## config.mk

```make
export PLATFORM = sky130hd
export DESIGN_NAME = dma_bus_arbiter_flat
export DESIGN_NICKNAME = d
export VERILOG_FILES = /design/src/rtl/dma_bus_arbiter_pkg.sv /design/src/rtl/dma_bus_arbiter_if.sv /design/src/rtl/dma_bus_arbiter_tenure_cnt.sv /design/src/rtl/dma_bus_arbiter.sv /design/src/flat_wrapper.sv
export SDC_FILE = /design/constraint.sdc
export NUM_CORES = 1
export LEC_CHECK = 0
export CAP_MARGIN = 20
export CORE_MARGIN = 5
export CORE_UTILIZATION = 38
export CTS_CLUSTER_DIAMETER = 80
export DETAILED_ROUTE_END_ITERATION = 6
export PLACE_DENSITY = 0.84
export RECOVER_POWER = 100
export SYNTH_ARGS = -nofsm -noshare
export SYNTH_HDL_FRONTEND = slang
export SYNTH_SLANG_ARGS = --single-unit
```

## constraint.sdc

```tcl
create_clock -name clk -period 1.9 [get_ports clk]
set_input_delay 0.285 -clock clk [delete_from_list [all_inputs] [get_ports clk]]
set_output_delay 0.285 -clock clk [all_outputs]
set_load 0.02 [all_outputs]
```

## src/rtl/dma_bus_arbiter_pkg.sv

```systemverilog
// Shared constants and types for the CPU/DMA single-bus arbiter.
// Holds the bus width defaults, the owner and state encodings, the active-low
// grant/request levels and the read/write levels of the rw_ lines.
package dma_bus_arbiter_pkg;

    localparam int ADDR_W_DEF = 10;
    localparam int DATA_W_DEF = 8;

    // Active-low request/grant levels
    localparam logic ENABLE_  = 1'b0;
    localparam logic DISABLE_ = 1'b1;

    // rw_ line levels
    localparam logic READ  = 1'b1;
    localparam logic WRITE = 1'b0;

    typedef enum logic [1:0] {
        OWN_NONE = 2'b00,
        OWN_CPU  = 2'b01,
        OWN_DMA  = 2'b10
    } owner_e;

    typedef enum logic [1:0] {
        ST_IDLE = 2'b00,
        ST_CPU  = 2'b01,
        ST_DMA  = 2'b10,
        ST_TURN = 2'b11
    } state_e;

    // Bus owner implied by an arbiter state; TURN and IDLE own nothing.
    function automatic owner_e owner_of(input state_e st);
        owner_e own;
        case (st)
            ST_CPU:  own = OWN_CPU;
            ST_DMA:  own = OWN_DMA;
            default: own = OWN_NONE;
        endcase
        return own;
    endfunction

endpackage

```

## src/rtl/dma_bus_arbiter_if.sv

```systemverilog
// Bus bundle between the two masters, the arbiter and the memory port.
// slave: the arbiter's view. master: the requesters'/memory side view.
interface dma_bus_arbiter_if #(
    parameter int ADDR_W = 10,
    parameter int DATA_W = 8
);
    logic              cpu_breq_;
    logic              cpu_bgrt_;
    logic [ADDR_W-1:0] cpu_addr;
    logic [DATA_W-1:0] cpu_wdata;
    logic              cpu_rw_;

    logic              dma_breq_;
    logic              dma_bgrt_;
    logic              dma_eop_;
    logic [ADDR_W-1:0] dma_addr;
    logic [DATA_W-1:0] dma_wdata;
    logic              dma_rw_;

    logic [ADDR_W-1:0] mem_addr;
    logic [DATA_W-1:0] mem_wdata;
    logic              mem_we;
    logic [1:0]        owner;

    modport slave (
        input  cpu_breq_, cpu_addr, cpu_wdata, cpu_rw_,
        input  dma_breq_, dma_eop_, dma_addr, dma_wdata, dma_rw_,
        output cpu_bgrt_, dma_bgrt_,
        output mem_addr, mem_wdata, mem_we, owner
    );

    modport master (
        output cpu_breq_, cpu_addr, cpu_wdata, cpu_rw_,
        output dma_breq_, dma_eop_, dma_addr, dma_wdata, dma_rw_,
        input  cpu_bgrt_, dma_bgrt_,
        input  mem_addr, mem_wdata, mem_we, owner
    );

endinterface

```

## src/rtl/dma_bus_arbiter_tenure_cnt.sv

```systemverilog
// DMA tenure counter: counts granted DMA cycles, saturating at MAX_TEN-1.
// clr has priority over inc; at_limit flags that the tenure budget is used up.
module arb_tenure_cnt #(
    parameter int MAX_TEN = 16
) (
    input  logic clk,
    input  logic reset,
    input  logic clr,
    input  logic inc,
    output logic at_limit
);

    localparam logic [7:0] LIMIT = 8'(MAX_TEN - 1);

    logic [7:0] cnt_r;

    // Saturating tenure count, cleared whenever the DMA tenure ends
    always_ff @(posedge clk or posedge reset) begin
        if (reset) begin
            cnt_r <= 8'd0;
        end else if (clr) begin
            cnt_r <= 8'd0;
        end else if (inc && (cnt_r != LIMIT)) begin
            cnt_r <= cnt_r + 8'd1;
        end else begin
            cnt_r <= cnt_r;
        end
    end

    assign at_limit = (cnt_r == LIMIT);

endmodule

```

## src/rtl/dma_bus_arbiter.sv

```systemverilog
// Single-bus arbiter between the CPU and the DMA controller in front of the
// shared memory. DMA has fixed priority but a bounded tenure while the CPU
// waits; every change of owner passes through one idle TURN cycle.
module dma_bus_arbiter
    import dma_bus_arbiter_pkg::*;
#(
    parameter int ADDR_W  = ADDR_W_DEF,
    parameter int DATA_W  = DATA_W_DEF,
    parameter int MAX_TEN = 16
) (
    input  logic              clk,
    input  logic              reset,
    dma_bus_arbiter_if.slave  bus
);

    state_e            state_r;
    state_e            state_nxt_s;
    logic              pre_r;        // last DMA tenure ended by preemption
    logic              pre_nxt_s;
    logic              cpu_bgrt_r;
    logic              dma_bgrt_r;
    owner_e            owner_r;
    logic              cnt_clr_s;
    logic              cnt_inc_s;
    logic              at_limit_s;
    logic              dma_last_s;
    logic [ADDR_W-1:0] mem_addr_s;
    logic [DATA_W-1:0] mem_wdata_s;
    logic              mem_we_s;

    arb_tenure_cnt #(
        .MAX_TEN (MAX_TEN)
    ) u_tenure_cnt (
        .clk      (clk),
        .reset    (reset),
        .clr      (cnt_clr_s),
        .inc      (cnt_inc_s),
        .at_limit (at_limit_s)
    );

    // DMA gives up the bus on its own: request dropped or end-of-process
    assign dma_last_s = (bus.dma_breq_ == DISABLE_) || (bus.dma_eop_ == ENABLE_);

    // Next-state, preemption memory and tenure counter control
    always_comb begin
        state_nxt_s = state_r;
        pre_nxt_s   = pre_r;
        cnt_clr_s   = 1'b0;
        cnt_inc_s   = 1'b0;
        case (state_r)
            ST_IDLE: begin
                if (bus.dma_breq_ == ENABLE_) begin
                    state_nxt_s = ST_DMA;
                end else if (bus.cpu_breq_ == ENABLE_) begin
                    state_nxt_s = ST_CPU;
                end else begin
                    state_nxt_s = ST_IDLE;
                end
            end
            ST_CPU: begin
                if (bus.cpu_breq_ == DISABLE_) begin
                    state_nxt_s = ST_TURN;
                end else begin
                    state_nxt_s = ST_CPU;
                end
            end
            ST_DMA: begin
                cnt_inc_s = 1'b1;
                if (dma_last_s) begin
                    state_nxt_s = ST_TURN;
                    cnt_clr_s   = 1'b1;
                    pre_nxt_s   = 1'b0;
                end else if ((bus.cpu_breq_ == ENABLE_) && at_limit_s) begin
                    state_nxt_s = ST_TURN;
                    cnt_clr_s   = 1'b1;
                    pre_nxt_s   = 1'b1;
                end else begin
                    state_nxt_s = ST_DMA;
                end
            end
            ST_TURN: begin
                // A preempted CPU gets one tenure before DMA may return
                pre_nxt_s = 1'b0;
                if (pre_r && (bus.cpu_breq_ == ENABLE_)) begin
                    state_nxt_s = ST_CPU;
                end else if (bus.dma_breq_ == ENABLE_) begin
                    state_nxt_s = ST_DMA;
                end else if (bus.cpu_breq_ == ENABLE_) begin
                    state_nxt_s = ST_CPU;
                end else begin
                    state_nxt_s = ST_IDLE;
                end
            end
            default: begin
                state_nxt_s = ST_IDLE;
                pre_nxt_s   = 1'b0;
                cnt_clr_s   = 1'b1;
            end
        endcase
    end

    // State register with grants and owner registered alongside it
    always_ff @(posedge clk or posedge reset) begin
        if (reset) begin
            state_r    <= ST_IDLE;
            pre_r      <= 1'b0;
            cpu_bgrt_r <= DISABLE_;
            dma_bgrt_r <= DISABLE_;
            owner_r    <= OWN_NONE;
        end else begin
            state_r    <= state_nxt_s;
            pre_r      <= pre_nxt_s;
            cpu_bgrt_r <= (state_nxt_s == ST_CPU) ? ENABLE_ : DISABLE_;
            dma_bgrt_r <= (state_nxt_s == ST_DMA) ? ENABLE_ : DISABLE_;
            owner_r    <= owner_of(state_nxt_s);
        end
    end

    // Memory port mux: follows the registered owner, quiet when nobody owns
    always_comb begin
        mem_addr_s  = '0;
        mem_wdata_s = '0;
        mem_we_s    = 1'b0;
        case (owner_r)
            OWN_CPU: begin
                mem_addr_s  = bus.cpu_addr;
                mem_wdata_s = bus.cpu_wdata;
                mem_we_s    = (bus.cpu_rw_ == WRITE);
            end
            OWN_DMA: begin
                mem_addr_s  = bus.dma_addr;
                mem_wdata_s = bus.dma_wdata;
                mem_we_s    = (bus.dma_rw_ == WRITE);
            end
            default: begin
                mem_addr_s  = '0;
                mem_wdata_s = '0;
                mem_we_s    = 1'b0;
            end
        endcase
    end

    assign bus.cpu_bgrt_ = cpu_bgrt_r;
    assign bus.dma_bgrt_ = dma_bgrt_r;
    assign bus.owner     = owner_r;
    assign bus.mem_addr  = mem_addr_s;
    assign bus.mem_wdata = mem_wdata_s;
    assign bus.mem_we    = mem_we_s;

endmodule

```

## src/flat_wrapper.sv

```systemverilog
// flat-port wrapper written by rule: the top's interface ports become plain ports
module dma_bus_arbiter_flat import dma_bus_arbiter_pkg::*;
#(
    parameter int ADDR_W  = ADDR_W_DEF,
    parameter int DATA_W  = DATA_W_DEF,
    parameter int MAX_TEN = 16
)
  (clk, reset, bus_cpu_breq_, bus_cpu_addr, bus_cpu_wdata, bus_cpu_rw_, bus_dma_breq_, bus_dma_eop_, bus_dma_addr, bus_dma_wdata, bus_dma_rw_, bus_cpu_bgrt_, bus_dma_bgrt_, bus_mem_addr, bus_mem_wdata, bus_mem_we, bus_owner);
  dma_bus_arbiter_if #(.ADDR_W(ADDR_W), .DATA_W(DATA_W)) bus_i ();
  input  logic clk;
  input  logic reset;
  input wire logic [$bits(bus_i.cpu_breq_)-1:0] bus_cpu_breq_;
  input wire logic [$bits(bus_i.cpu_addr)-1:0] bus_cpu_addr;
  input wire logic [$bits(bus_i.cpu_wdata)-1:0] bus_cpu_wdata;
  input wire logic [$bits(bus_i.cpu_rw_)-1:0] bus_cpu_rw_;
  input wire logic [$bits(bus_i.dma_breq_)-1:0] bus_dma_breq_;
  input wire logic [$bits(bus_i.dma_eop_)-1:0] bus_dma_eop_;
  input wire logic [$bits(bus_i.dma_addr)-1:0] bus_dma_addr;
  input wire logic [$bits(bus_i.dma_wdata)-1:0] bus_dma_wdata;
  input wire logic [$bits(bus_i.dma_rw_)-1:0] bus_dma_rw_;
  output wire logic [$bits(bus_i.cpu_bgrt_)-1:0] bus_cpu_bgrt_;
  output wire logic [$bits(bus_i.dma_bgrt_)-1:0] bus_dma_bgrt_;
  output wire logic [$bits(bus_i.mem_addr)-1:0] bus_mem_addr;
  output wire logic [$bits(bus_i.mem_wdata)-1:0] bus_mem_wdata;
  output wire logic [$bits(bus_i.mem_we)-1:0] bus_mem_we;
  output wire logic [$bits(bus_i.owner)-1:0] bus_owner;
  assign bus_i.cpu_breq_ = bus_cpu_breq_;
  assign bus_i.cpu_addr = bus_cpu_addr;
  assign bus_i.cpu_wdata = bus_cpu_wdata;
  assign bus_i.cpu_rw_ = bus_cpu_rw_;
  assign bus_i.dma_breq_ = bus_dma_breq_;
  assign bus_i.dma_eop_ = bus_dma_eop_;
  assign bus_i.dma_addr = bus_dma_addr;
  assign bus_i.dma_wdata = bus_dma_wdata;
  assign bus_i.dma_rw_ = bus_dma_rw_;
  assign bus_cpu_bgrt_ = bus_i.cpu_bgrt_;
  assign bus_dma_bgrt_ = bus_i.dma_bgrt_;
  assign bus_mem_addr = bus_i.mem_addr;
  assign bus_mem_wdata = bus_i.mem_wdata;
  assign bus_mem_we = bus_i.mem_we;
  assign bus_owner = bus_i.owner;
  dma_bus_arbiter #(.ADDR_W(ADDR_W), .DATA_W(DATA_W), .MAX_TEN(MAX_TEN)) u_core (.clk(clk), .reset(reset), .bus(bus_i));
endmodule
```

; After elaboration in Yosys (flattened, before gate mapping)
; Cells that the tools add are included.
[classes]
mux = 22
n_bitwise = 4
eq_ne = 10
reduce_logical = 8
n_addsub = 1
[op_table]
columns = cell, count
row1 = 10-bit case mux with 2 select lines, 1
row2 = 8-bit 2-to-1 mux, 2
row3 = 8-bit case mux with 2 select lines, 1
row4 = 1-bit 2-to-1 mux, 10
row5 = 8-bit by 1-bit adder with 8-bit output (second input constant), 1
row6 = 2-bit == test (second input constant), 4
row7 = 8-bit by 4-bit == test with 1-bit output (second input constant), 1
row8 = 2-bit 2-to-1 mux, 4
row9 = 8-bit by 4-bit != test with 1-bit output (second input constant), 1
row10 = 2-bit case mux with 4 select lines, 1
row11 = 2-bit by 1-bit == test with 1-bit output (second input constant), 3
row12 = 1-bit NOT, 4
row13 = 1-bit case mux with 2 select lines, 2
row14 = 2-bit case mux with 2 select lines, 1
row15 = 2-bit nonzero test, 2
row16 = 1-bit logical AND, 3
row17 = 3-bit by 1-bit != test with 1-bit output (second input constant), 1
row18 = 2-bit logical NOT, 1
row19 = 2-bit AND reduction, 1
row20 = 1-bit logical OR, 1
[word_totals]
input_bits = 43
out_inout_bits = 23
register_bits = 15

; Depth between registers and ports, before layout
[logic_depth]
ltp_word = 7
depth_mapped = 6

; Hierarchy
; From an unflattened synthesis, not the netlist that was laid out.
[unflattened]
hier_cells = 126
area_unflattened_um2 = 1087.3
[by_module_without_submodules]
columns = mod, area_per_inst_um2, instances, cells_each
row1 = dma_bus_arbiter, 619.3, 1, 77
row2 = arb_tenure_cnt, 467.9, 1, 49

; Worst setup path after synthesis
; Ideal clock, no wire load.
[synth_timing]
path_kind = register to output
from = register u_core.owner_r[0], in the netlist u_core.bus.owner[0]
to = output bus_mem_wdata[1]
path_buffers = 2
stages_incl_launch_ff = 7
arrival_time_ps = 1644
setup_slack_ps = -29
cell_sequence = dfrtp_1 -> inv_1 -> ha_1 -> clkbuf_1 -> buf_1 -> a22oi_1 -> nor2_1
[synth_between]
elab_chain_len = 2
elab_cells_between_ends = 3
classes_between = eq/ne (2) / mux (1)
[synth_rtl]
columns = element, line_no
row1 = from (decl), dma_bus_arbiter.sv:22  ; owner_e owner_r;
row2 = from (signal assigned), dma_bus_arbiter.sv:115  ; owner_r <= owner_of(state_nxt_s);
row3 = 2-bit == test / 2-bit by 1-bit == test with 1-bit output (equally long branches), dma_bus_arbiter.sv:124  ; case (owner_r)
row4 = 8-bit case mux with 2 select lines *, dma_bus_arbiter.sv:124
row5 = to (decl), flat_wrapper.sv:24  ; output wire logic [$bits(bus_i.mem_wdata)-1:0] bus_mem_wdata;
; Every way passes the cells marked *; elsewhere a longest branch is shown, timed or not.

; Final worst setup path
[layout_timing]
from = register u_core.u_tenure_cnt.cnt_r[0]
to = register u_core.state_r[0]
[layout_between]
elab_chain_len = 5
[layout_rtl]
columns = element, line_no
row1 = from (decl), dma_bus_arbiter_tenure_cnt.sv:15  ; logic [7:0] cnt_r;
row2 = from (signal assigned), dma_bus_arbiter_tenure_cnt.sv:24  ; cnt_r <= cnt_r + 8'd1;
row3 = from (signal assigned), dma_bus_arbiter_tenure_cnt.sv:26  ; cnt_r <= cnt_r;
row4 = 8-bit by 4-bit == test with 1-bit output, dma_bus_arbiter_tenure_cnt.sv:30  ; assign at_limit = (cnt_r == LIMIT);
row5 = 1-bit logical AND, dma_bus_arbiter.sv:73  ; end else if ((bus.cpu_breq_ == ENABLE_) && at_limit_s) begin
row6 = 1-bit 2-to-1 mux, dma_bus_arbiter.sv:73
row7 = 2-bit 2-to-1 mux, dma_bus_arbiter.sv:69  ; if (dma_last_s) begin
row8 = 2-bit case mux with 4 select lines, dma_bus_arbiter.sv:50  ; case (state_r)
row9 = via u_core.state_nxt_s[0], dma_bus_arbiter.sv:17  ; state_e state_nxt_s;
row10 = to (signal assigned), dma_bus_arbiter.sv:111  ; state_r <= state_nxt_s;
row11 = to (decl), dma_bus_arbiter.sv:16  ; state_e state_r;
; The timed path passes the listed nets, and every way through them passes these cells.
; A chain may end at the register's enable or synchronous reset.

==> metrics.cfg <==
[status]
status = finished, final reports clean

[clock_tree]
h-tree-depth = 1
cts_hold_buf = 0
clkSinkCount = 15
cts_root_buffer = clkbuf_4
insertion_delay_ns = 0.29
cts_tree = yes
clockBufferDepth = 2
cts_made_buffers = 3
clkTransAtPathRegs_ns = 0.10

[grt]
grt_pass1_vias = 1295
grt_max_degree = 20
antenna_found_initial = 0
grt.total_usage = 0.195
overflow = 0
grt_pass1_wl_mm = 6.57

[synth]
ys_seq_area_frac = 0.332
syn-num-nets = 176
synth_cells = 130
synth_top_cell_by_area = dfrtp_1
avgSynthCellArea_um2 = 8.76
yosys_warnings = 0
synth_area_um2 = 1140
synth.top_cell.area_share = 0.286
yosys_register_bits = 15
netlist-cell-type-count = 44
synthTopCellsByArea = dfrtp_1 (29%), a22oi_1 (15%), nor2_1 (6.6%)

[floorplan]
fp-row-count = 19
core_area_um2 = 2810
die_area_um2 = 4190
die_y_um = 64.7
io-pin-count = 66
die_w_um = 64.7
start_util = 0.406

[drt]
routed_wire_length_per_instance_um = 17.7
routed_wl_mm = 3.98
vias_per_cell = 5.84
dr.pass1.iters = 4
first_iter_violations = 86
vias = 1313
drc = 0
ant_nets = 0

[flow_run]
drv_cap = 0

[worst_setup_path]
critPathCaptureType = flip-flop
cp_max_fo = 6
start_kind = flip-flop
crit_required_ns = 2.08
worstPathBufferInverterCount = 0
crit_path_top_delay_cell = dfrtp_1
slowest_delay_ns = 0.46
critPathKind = reg -> reg
arrival_ns = 1.99
crit_family = compound AO/OA/AOI/OAI gates
cp_cell_sequence = ha_1, and4b_1, a31o_1, a221o_1

[min_path]
min_path_type = in -> async

[final_layout]
final_layout_size_suffix_gt1_frac = 0.263
final_util = 0.650
n_fill_cell = 236
fin_nets = 241
area_growth_pct = 60.2
stdcell_count = 225
antennaDiodeCount = 0

[placed_design]
port_buffers = 65
dp_hpwl_mm = 3.05
placed_cells = 221
place_ws_ns = -0.0357
place.gp.congestion = 0.877

[sta]
finalMaxSlewViolations = 0
setup_viol = 0
period_needed_ns = 1.81
tightest_slew_ns = 0.555
fin_crit_sh = 0.952
timing.fmax_mhz = 553
fin_skew_ns = 0.00780
finalHoldViolCount = 0
worst_slack_ns = 0.0903
slew_headroom = 0.630

[power_and_ir_drop]
leakage_nw = 0.770
p_per_area_nw_per_um2 = 980
ir_worst_vdd_mv = 0.586

-- metal layers --
layer / GRT usage / vias to the layer above / part of all wire
met1: 0.248 / 613 / 0.43
met5: 0 / - / 0
met3: 0.0501 / 5 / 0.090
met2: 0.335 / 72 / 0.47
li1: - / 623 / -
met4: 0.0396 / 0 / 0.011
-- logic make-up (layout without fill, tap and decap cells) --
group,count (synthesis),after routing,share of synthesized area
compound gates,46,46,0.320
fa+ha+maj,3,3,0.0330
buf+inv,17,81,0.0681
flops,15,15,0.332
mux,1,1,0.00989
simple gates,48,48,0.237
-- state kept, by name, summed over array words and instances (netlist names) --
signal / count
u_core.bus.dma_bgrt_: 1
u_core.bus.cpu_bgrt_: 1
u_core.u_tenure_cnt.cnt_r: 8
u_core.bus.owner: 2
u_core.pre_r: 1
u_core.state_r: 2
-- synthesized netlist by cell type --
master	n
mux2_2	1
nand2_1	4
a22o_1	2
o311a_1	1
a221oi_1	2
nor3_2	1
a22oi_1	22
a22o_2	1
a21oi_1	3
or3_1	2
o31ai_1	1
buf_4	1
inv_1	6
buf_6	1
nand4b_1	2
a41o_2	2
a31o_2	1
and2b_1	1
nand2b_1	4
a211oi_1	1
dfstp_2	2
nor2b_1	2
nor3b_1	1
nor2_1	20
and2_1	1
a41oi_1	1
ha_1	3
a2bb2oi_1	1
nand4_1	2
nand3b_4	1
clkbuf_1	4
buf_2	2
o311ai_1	1
buf_1	3
o21ai_0	4
or4_1	1
a311oi_1	1
dfrtp_1	13
nor3_1	2
a221o_1	1
or2b_2	1
and4b_1	1
a31o_4	1
and3_1	2
-- per-stage QoR --
step / TNS (ns) / instance area (um^2) / total power [mW] / hold WS, ns
floorplan: -0.108 / 1150 / 1.17 / 0.185
global placement: 0 / 1870 / 1.64 / 0.560
detailed placement: -0.103 / 1870 / 1.67 / 0.580
CTS: -0.00199 / 1920 / 1.84 / 0.353
global route: -0.00441 / 1820 / 1.91 / 0.533
finish: 0 / 1820 / 1.79 / 0.467
-- cell usage in the layout (no fill, tap or decap), drive strengths merged, types with 2 or more instances in the layout --
| cell | instances |
|---|---|
| dlygate4sd3 | 5 |
| dfstp | 2 |
| inv | 6 |
| a21oi | 3 |
| buf | 10 |
| nand4 | 2 |
| and3 | 2 |
| nor3 | 3 |
| dfrtp | 13 |
| a221oi | 2 |
| a22oi | 22 |
| or3 | 2 |
| clkdlybuf4s50 | 41 |
| nand4b | 2 |
| nor2 | 20 |
| o21ai | 4 |
| a41o | 2 |
| clkbuf | 18 |
| nand2b | 4 |
| a31o | 2 |
| nand2 | 4 |
| nor2b | 2 |
| ha | 3 |
| a22o | 3 |
-- where the power goes --
group	internal (mW)	total, mW	switching (mW)	leakage [nW]
registers	0.390	0.504	0.114	0.194
logic	0.496	1.10	0.601	0.559
clock network	0.0783	0.186	0.107	0.0177
total	0.965	1.79	0.823	0.770
-- final cells by class --
| type | count | area (um^2) | share of cell area |
|---|---|---|---|
| inverters | 6 | 22.5 | 0.0123 |
| clock inverters | 1 | 5.00 | 0.00274 |
| multi-input cells | 98 | 719 | 0.394 |
| repair buffers | 71 | 638 | 0.350 |
| clock buffers | 3 | 22.5 | 0.0123 |
| well taps | 31 | 38.8 | 0.0213 |
| flip-flops and latches | 15 | 378 | 0.207 |
-- worst register-to-register path, stage by stage, from the launching register on --
cell and delay (ns):
dfrtp_1 0.46, ha_1 0.29, and4b_1 0.26, a31o_1 0.32, a221o_1 0.37
-- repair_timing --
| item | CTS | global route |
|---|---|---|
| setup endpoints to repair | 19 | 18 |
| pin swaps | 0 | 0 |
| setup buffers | 0 | 0 |
| cloned | 0 | 0 |
| gates resized for setup | 62 | 21 |
-- path summary, 6_finish.rpt --
kind                                                            end                                      from  depth (start not counted)  slack, ns
setup reg to reg                        u_core.state_r[0]$_DFF_PP0_  u_core.u_tenure_cnt.cnt_r[0]$_DFFE_PP0P_                          4       0.09
hold reg to reg            u_core.u_tenure_cnt.cnt_r[7]$_DFFE_PP0P_  u_core.u_tenure_cnt.cnt_r[7]$_DFFE_PP0P_                          2       0.59
setup / recovery                        u_core.state_r[0]$_DFF_PP0_  u_core.u_tenure_cnt.cnt_r[0]$_DFFE_PP0P_                          4       0.09
min in group clk           u_core.u_tenure_cnt.cnt_r[7]$_DFFE_PP0P_  u_core.u_tenure_cnt.cnt_r[7]$_DFFE_PP0P_                          2       0.59
max in group asynchronous  u_core.u_tenure_cnt.cnt_r[3]$_DFFE_PP0P_                                     reset                          2       1.06
hold / removal                          u_core.state_r[0]$_DFF_PP0_                                     reset                          2       0.47
(Power assumes the default switching activity.)
